`src/rtl/hazard_ctrl_sb.sv`:
```
// -----------------------------------------------------------------------------
// hazard_ctrl_sb
//   Hazard controller for the 5-stage RISC-V pipeline:
//     * EX operand forwarding selects (EX/MEM has priority over MEM/WB)
//     * load-use stall for the instruction sitting in ID
//     * one-entry scoreboard for a multi-cycle MUL/DIV unit (MDU), stalling
//       readers of its destination, and any new MDU op, until writeback is done
//
//   Optional build macro: HAZARD_PERF_CNT_EN
//     defined   -> stall_cycles is a saturating count of stalled clocks
//     undefined -> no counter register, stall_cycles is tied to 0
//
//   Ports
//     clk, rst                     clock, synchronous active-high reset
//     rs1_IFID, rs2_IFID           sources of the instruction in ID
//     is_mdu_IFID                  instruction in ID is a MUL/DIV
//     rs1_IDEX, rs2_IDEX, rd_IDEX  sources/destination of the instruction in EX
//     MemRead_IDEX                 instruction in EX is a load
//     rd_EXMEM, RegWrite_EXMEM     destination/write enable of MEM stage
//     rd_MEMWB, RegWrite_MEMWB     destination/write enable of WB stage
//     mdu_start, mdu_rd            MDU issue pulse and its destination
//     ForwardA, ForwardB           00 regfile, 10 EX/MEM, 01 MEM/WB
//     pc_hold, ifid_hold,
//     idex_bubble                  stall controls (all equal)
//     mdu_busy                     scoreboard entry live (BUSY or WB)
//     mdu_wb_en, mdu_wb_rd         MDU writeback strobe and destination
//     stall_cycles                 stall performance counter
//
//   Scoreboard state is observable externally: {mdu_busy, mdu_wb_en} reads
//   00 in IDLE, 10 in BUSY and 11 in WB.
//
//   Handshake: mdu_start is a single-cycle pulse, accepted only in IDLE. The
//   structural stall (is_mdu_IFID while the entry is live) keeps a second MDU
//   op out of EX, so a pulse in BUSY/WB is a protocol violation and is ignored.
// -----------------------------------------------------------------------------
module hazard_ctrl_sb #(
   parameter int ADDR_W  = 5,
   parameter int MDU_LAT = 4,
   parameter int CNT_W   = 32
) (
   input  logic              clk,
   input  logic              rst,
   input  logic [ADDR_W-1:0] rs1_IFID,
   input  logic [ADDR_W-1:0] rs2_IFID,
   input  logic              is_mdu_IFID,
   input  logic [ADDR_W-1:0] rs1_IDEX,
   input  logic [ADDR_W-1:0] rs2_IDEX,
   input  logic [ADDR_W-1:0] rd_IDEX,
   input  logic              MemRead_IDEX,
   input  logic [ADDR_W-1:0] rd_EXMEM,
   input  logic              RegWrite_EXMEM,
   input  logic [ADDR_W-1:0] rd_MEMWB,
   input  logic              RegWrite_MEMWB,
   input  logic              mdu_start,
   input  logic [ADDR_W-1:0] mdu_rd,
   output logic [1:0]        ForwardA,
   output logic [1:0]        ForwardB,
   output logic              pc_hold,
   output logic              ifid_hold,
   output logic              idex_bubble,
   output logic              mdu_busy,
   output logic              mdu_wb_en,
   output logic [ADDR_W-1:0] mdu_wb_rd,
   output logic [CNT_W-1:0]  stall_cycles
);

   typedef enum logic [1:0] {
      S_IDLE = 2'd0,
      S_BUSY = 2'd1,
      S_WB   = 2'd2
   } sb_state_t;

   localparam logic [7:0]        CNT_INIT = 8'(MDU_LAT - 1);
   localparam logic              LAT_ONE  = (MDU_LAT == 1);
   localparam logic [ADDR_W-1:0] ZERO_RD  = '0;

   sb_state_t         state, state_nxt;
   logic [ADDR_W-1:0] pend_rd, pend_rd_nxt;
   logic [7:0]        cnt, cnt_nxt;

   logic              ld_haz;
   logic              sb_haz;
   logic              stall;

   // ---------------------------------------------------------------------------
   // Forwarding
   // ---------------------------------------------------------------------------
   function automatic logic [1:0] fwd_sel(input logic [ADDR_W-1:0] src);
      logic [1:0] sel;
      sel = 2'b00;
      if (RegWrite_EXMEM && (rd_EXMEM != ZERO_RD) && (rd_EXMEM == src))
         sel = 2'b10;
      else if (RegWrite_MEMWB && (rd_MEMWB != ZERO_RD) && (rd_MEMWB == src))
         sel = 2'b01;
      return sel;
   endfunction

   always_comb begin
      ForwardA = 2'b00;
      ForwardB = 2'b00;
      if (!rst) begin
         ForwardA = fwd_sel(rs1_IDEX);
         ForwardB = fwd_sel(rs2_IDEX);
      end
   end

   // ---------------------------------------------------------------------------
   // Scoreboard FSM
   // ---------------------------------------------------------------------------
   always_ff @(posedge clk) begin
      if (rst) begin
         state   <= S_IDLE;
         pend_rd <= '0;
         cnt     <= '0;
      end else begin
         state   <= state_nxt;
         pend_rd <= pend_rd_nxt;
         cnt     <= cnt_nxt;
      end
   end

   always_comb begin
      state_nxt   = state;
      pend_rd_nxt = pend_rd;
      cnt_nxt     = cnt;
      case (state)
         S_IDLE: begin
            if (mdu_start) begin
               pend_rd_nxt = mdu_rd;
               cnt_nxt     = CNT_INIT;
               state_nxt   = LAT_ONE ? S_WB : S_BUSY;
            end
         end
         S_BUSY: begin
            // cnt holds the BUSY cycles still to go including this one,
            // so the last BUSY cycle is the one where cnt is 1.
            if (cnt <= 8'd1) begin
               cnt_nxt   = 8'd0;
               state_nxt = S_WB;
            end else begin
               cnt_nxt = cnt - 8'd1;
            end
         end
         S_WB: begin
            state_nxt = S_IDLE;
         end
         default: begin
            state_nxt = S_IDLE;
         end
      endcase
   end

   assign mdu_busy  = !rst && (state != S_IDLE);
   assign mdu_wb_en = !rst && (state == S_WB);
   assign mdu_wb_rd = mdu_wb_en ? pend_rd : ZERO_RD;

   // ---------------------------------------------------------------------------
   // Stall generation
   // ---------------------------------------------------------------------------
   assign ld_haz = MemRead_IDEX && (rd_IDEX != ZERO_RD) &&
                   ((rd_IDEX == rs1_IFID) || (rd_IDEX == rs2_IFID));

   // Readers of pend_rd stay stalled through the WB cycle itself; the regfile
   // write lands at the end of WB, so the read in the following cycle is clean.
   assign sb_haz = (state != S_IDLE) &&
                   (is_mdu_IFID ||
                    ((pend_rd != ZERO_RD) &&
                     ((pend_rd == rs1_IFID) || (pend_rd == rs2_IFID))));

   assign stall       = !rst && (ld_haz || sb_haz);
   assign pc_hold     = stall;
   assign ifid_hold   = stall;
   assign idex_bubble = stall;

   // ---------------------------------------------------------------------------
   // Stall performance counter
   // ---------------------------------------------------------------------------
`ifdef HAZARD_PERF_CNT_EN
   localparam logic [CNT_W-1:0] CNT_ONE = 1;
   logic [CNT_W-1:0] stall_cnt;

   always_ff @(posedge clk) begin
      if (rst)
         stall_cnt <= '0;
      else if (stall && (stall_cnt != {CNT_W{1'b1}}))
         stall_cnt <= stall_cnt + CNT_ONE;
   end

   assign stall_cycles = rst ? {CNT_W{1'b0}} : stall_cnt;
`else
   assign stall_cycles = {CNT_W{1'b0}};
`endif

endmodule

```
`config.mk`:
```
export PLATFORM = sky130hd
export DESIGN_NAME = hazard_ctrl_sb
export DESIGN_NICKNAME = d
export VERILOG_FILES = /design/src/rtl/hazard_ctrl_sb.sv
export SDC_FILE = /design/constraint.sdc
export NUM_CORES = 1
export LEC_CHECK = 0
export BUFFER_PORTS_ARGS = -buffer_cell sky130_fd_sc_hd__buf_4
export CORE_ASPECT_RATIO = 0.8
export CORE_UTILIZATION = 43
export CTS_CLUSTER_DIAMETER = 50
export DETAILED_ROUTE_END_ITERATION = 8
export HOLD_SLACK_MARGIN = 0.15
export PLACE_DENSITY = 0.77
export SYNTH_ARGS = -nofsm -noshare
export SYNTH_HDL_FRONTEND = slang
export SYNTH_SLANG_ARGS = --single-unit
```
`constraint.sdc`:
```
create_clock -name clk -period 2.06 [get_ports clk]
set_input_delay 0.206 -clock clk [delete_from_list [all_inputs] [get_ports clk]]
set_output_delay 0.206 -clock clk [all_outputs]
set_load 0.02 [all_outputs]
```
**After elaboration in Yosys (flattened, before gate mapping)**

Cells that the tools add are included.

- Input bits: 47
- Bits in read-only memories: 0
- RAM bits: 0
- Latch bits: 0
- Memories: 0
- Logic and storage cells: 58
- Output and inout bits: 46
- Flip-flop bits (word level): 15

- $mul: 0
- Multiplexer cells: 13
- Eq/ne operators: 12
- Shifts and indexed selects: 0
- Magnitude comparators: 1
- Reductions and logical operators: 28
- Bitwise logic cells: 0
- Add/sub/neg operators: 1
- Divide/modulo/power cells: 0

Operator list:

| operator | number |
|---|---|
| equality test 5 bit | 8 |
| nonzero test 5 bit | 4 |
| two-way mux 8 bit | 2 |
| one-hot mux 8 bit (2 select lines) | 1 |
| logical AND 1 bit | 13 |
| two-way mux 2 bit | 6 |
| less-or-equal comparator 8 x 1 -> 1 bit (second input constant) | 1 |
| subtractor 8 x 1 -> 8 bit (second input constant) | 1 |
| AND reduction 2 bit | 3 |
| two-way mux 5 bit | 1 |
| logical OR 1 bit | 4 |
| != test 2 bit (second input constant) | 2 |
| one-hot mux 2 bit (2 select lines) | 1 |
| nonzero test 2 bit | 2 |
| equality test 2 x 1 -> 1 bit (second input constant) | 1 |
| equality test 2 bit (second input constant) | 1 |
| logical NOT 2 bit | 1 |
| two-way mux 1 bit | 2 |
| logical NOT 1 bit | 1 |

**Logic depth before layout (Yosys ltp)**

Gate-level depths: netlist of run 1.

- Depth after elaboration: 7
- Depth in mapped cells: 6
- Mapped depth without buffers: 6

**Worst setup path after synthesis of run 1**

OpenSTA, ideal clock, no wires.

- Kind: reg2out
- Start: register pend_rd[4]
- End: output port ifid_hold
- Buffers on the path: 1
- Cell stages (with the launch flop): 7
- Data required time: 1.854 ns
- Path slack: -0.041 ns
- Data arrival time: 1.895 ns
- Cells stage by stage: dfxtp_1 > xnor2_1 > nand3_1 > o32ai_1 > a21oi_1 > o32ai_1 > buf_4

- Longest elaborated chain between the ends: 7
- Elaborated cells on any way between the ends: 9
- Those cells by class: eq/ne: 2; reduce/logical: 7

RTL lines:

| element | line | RTL |
|---|---|---|
| start: declaration | 78 | `logic [ADDR_W-1:0] pend_rd, pend_rd_nxt;` |
| start signal: assignment | 117 | `pend_rd <= pend_rd_nxt;` |
| equality test 5 bit | 168 | `((pend_rd == rs1_IFID) \|\| (pend_rd == rs2_IFID))));` |
| logical OR 1 bit | 168 |  |
| logical AND 1 bit * | 167 | `((pend_rd != ZERO_RD) &&` |
| logical OR 1 bit * | 166 | `(is_mdu_IFID \|\|` |
| logical AND 1 bit * | 165 | `assign sb_haz = (state != S_IDLE) &&` |
| logical OR 1 bit * | 170 | `assign stall = !rst && (ld_haz \|\| sb_haz);` |
| logical AND 1 bit * | 170 |  |
| end: declaration | 59 | `output logic ifid_hold,` |

Mark *: on every way between the ends. The rest lies on a longest branch, timed or not.

**Final worst setup path of run 1**

- Start: register pend_rd[3]
- End: output port idex_bubble

- Longest elaborated chain between the ends: 7
- Elaborated cells on any way between the ends: 9
- Those cells by class: eq/ne: 2; reduce/logical: 7

RTL lines:

| element | line | RTL |
|---|---|---|
| equality test 5 bit | 168 |  |
| logical OR 1 bit | 168 |  |
| logical AND 1 bit * | 167 |  |
| logical OR 1 bit * | 166 |  |
| logical AND 1 bit * | 165 |  |
| logical OR 1 bit * | 170 |  |
| logical AND 1 bit * | 170 |  |
| end: declaration | 60 | `output logic idex_bubble,` |

Marks and branches as above.

==> flow_summary.ini, run 1 <==
[floorplan]
start_util_pct = 46.9
die_width_um = 68.3
die_area_mm2 = 0.00376
core.rowCount = 18
die_height_um = 55.0
core-area_mm2 = 0.00322
io_pins = 93

[clocking]
htreeDepth = 1
cts_sinks = 15
cts_hold_buf = 0
clk_latency_ps = 240
cts_buffers = 3
clock-root-buffer = clkbuf_8
cts-resized-gates = 0
clkSlewWorstSetupHoldPaths_ps = 60
cts_tree = built
cts_setup_buffers = 0
ctsLongestPathBuffers = 2

[route]
dr.pass1.iters = 4
dr.first_iter.drc_count = 95
vias = 1390
ant_nets = 0
wl_per_cell_um = 11.6
drc = 0
drt-total-wl_um = 3440
via_per_inst = 4.70

[critical_path]
worstPathMaxFanout = 5
critical_path_class = reg2out
crit_required_ps = 1850
arrival_ps = 1750
worstSetupStartpointType = flop
cp-end-kind = primary output
crit_family = compound AO/OA/AOI/OAI gates
critPathBufInv = 1
slowest_delay_ps = 360
cp_cell_sequence = xnor2_2 -> nand3_2 -> o32ai_2 -> a21oi_2 -> o32ai_2 -> buf_4
crit_path_top_delay_cell = dfxtp_4
path_common_cell = o32ai_2

[power]
ir_drop_mv = 0.288
power_density_mw_per_mm2 = 631
p_leak_nw = 0.893

[logic_synthesis]
yosysSeqAreaShare_pct = 19.9
netlist_instances = 195
yosys_warnings = 0
synth_seq_cells = 15
synth_area_mm2 = 0.00151
yosys-top-cells-area = dfxtp_1, buf_4, xnor2_1
synth_top_cell_area_share_pct = 19.9
yosys.cell_types.count = 30
avgSynthCellArea_um2 = 7.75
synth_area_leader_cell = dfxtp_1

[layout]
area_growth_pct = 32.0
layout-drive-gt1-share_pct = 31.3
antenna_cells = 0
fin_nets = 306
fin_util_pct = 61.9
layout_commonest_cell = buf_4
fin_cells = 296
final_cell_mix = buf_4, conb_1, xor2_1
fin_area_mm2 = 0.00199

[global_routing]
grt_max_degree = 16
overflow = 0
grt_first_pass_wirelength_um = 5150
grt_usage_pct = 18.6
antenna_found_initial = 0
grt_pass1_vias = 1204

[timing]
fin_crit_sh_pct = 94.9
fin_skew_ps = 0.509
maxSlewViolCount = 0
hold_viol = 0
fmax_mhz = 511
relSlewSlack_pct = 61.1
max_slew.worst_pin.slew_ps = 582
fin_crit_ps = 1960
final-setup-viol-count = 0
fin_ws_ps = 105
whs_ps = 201

[placed_design]
dp.cells = 292
io_buffer_count = 60
place_hpwl_um = 2860
gp_congestion = 0.860
place_area_mm2 = 0.00189
dp_slack_ps = 214

[status]
outcome = complete, no violations

[worst_hold_path]
hold_class = in2reg

[job]
timing.max_cap.violations = 0
-- report_power, final --
| part | switching, W | internal [W] |
|---|---|---|
| clock network | 0.0000980 | 0.000137 |
| registers | 0.0000597 | 0.000342 |
| logic | 0.000342 | 0.000280 |
-- flip-flops by register name (all words and copies together), names as in the netlist --
signal,flops
cnt,8
pend_rd,5
state,2
-- worst min-delay path, delay by kind of cell --
family	cells	cell delay [ps]
buffers and inverters	1	110
AND/OR/NAND/NOR	1	50
AO/OA/AOI/OAI	1	50
-- final cells by class --
class,instances,area [um2]
Clock buffer,4,45.0
Fill cell,294,1230
Inverter,3,11.3
Multi-Input combinational cell,171,1100
Sequential cell,15,309
Tap cell,40,50.0
Timing Repair Buffer,63,477
-- metrics by stage --
step	setup TNS, ps	total power (W)
3_5_place_dp	0	0.00100
3_3_place_gp	0	0.000996
4_1_cts	0	0.00124
2_1_floorplan	0	0.000864
6_report	0	0.00126
5_1_grt	-94.9	0.00135
-- synthesized netlist by cell type, drive strengths merged --
cell and n:
clkbuf 2, xor2 21, a31oi 1, nor3b 1
o32ai 2, nor4 6, nand4b 1, dfxtp 15
inv 3, buf 35, nand2b 1, o21ai 6
nor3 8, and2 6, or4 5, conb 1
nand3 6, and3 1, mux2i 1, nor2b 1
nor2 14, a21oi 11, o211ai 5, ha 2
xnor2 24, nand2 15, o211a 1
-- routing by layer --
metal | vias to the layer above | share of wire [%] | GRT usage [%]
met5 | - | 0 | 0
met1 | 597 | 43 | 22.2
met2 | 74 | 49 | 33.2
met3 | 2 | 7.6 | 5.12
li1 | 717 | - | -
met4 | 0 | 0.64 | 4.17
-- final timing paths --
| path | start | to | slack [ps] | depth (start not counted) |
|---|---|---|---|---|
| hold / removal | mdu_rd[3] | pend_rd[3] | 200 | 3 |
| hold reg to reg | cnt[6] | cnt[6] | 500 | 2 |
| setup reg to reg | state[0] | cnt[2] | 500 | 5 |
| setup / recovery | pend_rd[3] | idex_bubble | 100 | 6 |
-- cell families (layout without fill, tap and decap cells) --
| family | Yosys count | after routing | synth area share (%) |
|---|---|---|---|
| compound gates | 26 | 26 | 10.6 |
| simple gates | 65 | 65 | 22.4 |
| buf+inv | 40 | 70 | 18.5 |
| flops | 15 | 15 | 19.9 |
| fa+ha+maj | 2 | 2 | 1.66 |
| xor+xnor | 45 | 45 | 26.1 |
| mux | 1 | 1 | 0.662 |
| other cells | 1 | 32 | 0.248 |
Power figures use the tool's default switching activity.
==> inputs of run 2 (changes only) <==
--- a/config.mk
+++ b/config.mk
@@ -7,6 +7,7 @@
 export LEC_CHECK = 0
 export BUFFER_PORTS_ARGS = -buffer_cell sky130_fd_sc_hd__buf_4
 export CORE_ASPECT_RATIO = 0.8
+export CORE_MARGIN = 1.5
 export CORE_UTILIZATION = 43
 export CTS_CLUSTER_DIAMETER = 50
 export DETAILED_ROUTE_END_ITERATION = 8
==> flow_summary.ini, run 2 (synthesized netlist as in run 1, its figures left out) <==
[worst_hold_path]
hold_class = in2reg
holdPathEnd = pend_rd[0]
hp-start = mdu_rd[0]
whs_path_depth = 3

[floorplan]
die_height_um = 56.0
core.rowCount = 19
die_area_mm2 = 0.00388
die_width_um = 69.3
core-area_mm2 = 0.00340
start_util_pct = 44.5
io_pins = 93

[global_routing]
grt_first_pass_wirelength_um = 5630
overflow = 0
grt_pass1_vias = 1318
grt_max_degree = 16
grt_usage_pct = 17.5
antenna_found_initial = 0

[layout]
layout_commonest_cell = buf_4
fin_nets = 306
area_growth_pct = 28.5
largest_register_ffs = 8
largest-register = cnt
final_cell_mix = buf_4, conb_1, xnor2_1
top_regs = cnt x8, pend_rd x5, state x2
fin_cells = 298
layout-drive-gt1-share_pct = 28.5
antenna_cells = 0
fin_area_mm2 = 0.00194

[route]
dr.pass1.iters = 4
via_per_inst = 4.75
wl_per_cell_um = 11.6
vias = 1416
drc = 0
dr.first_iter.drc_count = 48
ant_nets = 0
drt-total-wl_um = 3450

[power]
clkPwrFrac_pct = 18.8
p_seq_share_pct = 32.3
p_leak_nw = 0.870
swShare_pct = 40.2
internal-power_w = 0.000749
ir_drop_mv = 0.313
power_density_mw_per_mm2 = 645
power.switching_w = 0.000504
p_comb_share_pct = 48.9

[critical_path]
r2r_slack_ps = 520
critical_path_class = reg2out
crit_required_ps = 1850
worstSetupStartpointType = flop
worstPathMaxFanout = 5
reg2reg_from = state[0]
r2r_cells = 5
cp-end-kind = primary output
arrival_ps = 1760
r2r-end = cnt[4]

[placed_design]
place_hpwl_um = 2910
gp_congestion = 0.873
io_buffer_count = 60
place_area_mm2 = 0.00189
dp.cells = 294
dp_slack_ps = 242

[timing]
fin_ws_ps = 95.3
fin_skew_ps = 1.41
setup-tns-final_ps = 0
hold_viol = 0
fin_crit_ps = 1960
fin_crit_sh_pct = 95.4
rsz0062_at_grt = no
whs_ps = 201
maxSlewViolCount = 0
final-setup-viol-count = 0
fmax_mhz = 509

[clocking]
clkSlewWorstSetupHoldPaths_ps = 60
cts_tree = built
cts_sinks = 15
cts_buffers = 3
clock-root-buffer = clkbuf_8
clk_latency_ps = 250
cts_hold_buf = 0
ctsLongestPathBuffers = 2
htreeDepth = 1

[job]
timing.max_cap.violations = 0

[status]
outcome = complete, no violations
run 2: cell types whose count changed in the layout (fill, tap and decap cells not counted), moves of 2 or more:
cell | previous run | this run
dfxtp_2 | 1 | 3
dfxtp_4 | 2 | 0
xnor2_1 | 20 | 24
xnor2_2 | 4 | 0
run 2: timing repair:
action,4_1_cts,5_1_grt
endpoints found under the setup margin,0,3
buffers inserted,0,0
gates resized for setup,0,3
run 2: power by group through the flow:
| stage | sequential, W | clock (W) | combinational, W |
|---|---|---|---|
| 2_1_floorplan | 0.000392 | 0 | 0.000472 |
| 5_1_grt | 0.000412 | 0.000254 | 0.000669 |
| 6_report | 0.000404 | 0.000236 | 0.000613 |
| 4_1_cts | 0.000402 | 0.000237 | 0.000614 |
| 3_3_place_gp | 0.000406 | 0 | 0.000588 |
| 3_5_place_dp | 0.000407 | 0 | 0.000606 |
run 2: through the flow:
| step | utilization, % | power, W |
|---|---|---|
| floorplan | - | 0.000864 |
| global placement | 55.7 | 0.000993 |
| detailed placement | 55.7 | 0.00101 |
| CTS | 57.0 | 0.00125 |
| global route | 57.1 | 0.00134 |
| finish | 57.1 | 0.00125 |
run 2: layout make-up:
type	count	area, um2
clock buffers	4	45.0
fillers	347	1460
inverters	3	11.3
multi-input cells	171	1060
flip-flops and latches	15	304
well taps	42	52.6
repair buffers	63	473
run 2: worst max path at each step:
stage	startpoint	end	slack, ps	cells past startpoint
2_1_floorplan	pend_rd[4]	ifid_hold	230	6
3_3_place_gp	rd_EXMEM[1]	ForwardB[0]	240	6
3_5_place_dp	rd_EXMEM[1]	ForwardB[0]	240	6
4_1_cts	pend_rd[0]	pc_hold	50	6
5_1_grt	pend_rd[0]	pc_hold	20	6
6_report	pend_rd[0]	pc_hold	100	6
run 2: metal layers:
layer | up-vias | wire, um | global-route usage [%]
met5 | - | 0 | 0
met1 | 636 | 1450 | 21.5
met3 | 5 | 232 | 3.62
met2 | 61 | 1720 | 30.5
met4 | 0 | 43 | 6.16
li1 | 714 | - | -
run 2: critical path, stage by stage, from the launching register on:
cell and delay (ps):
dfxtp_2 350, xnor2_1 170, nand3_1 110, o32ai_1 270
a21oi_1 130, o32ai_2 280, buf_4 200
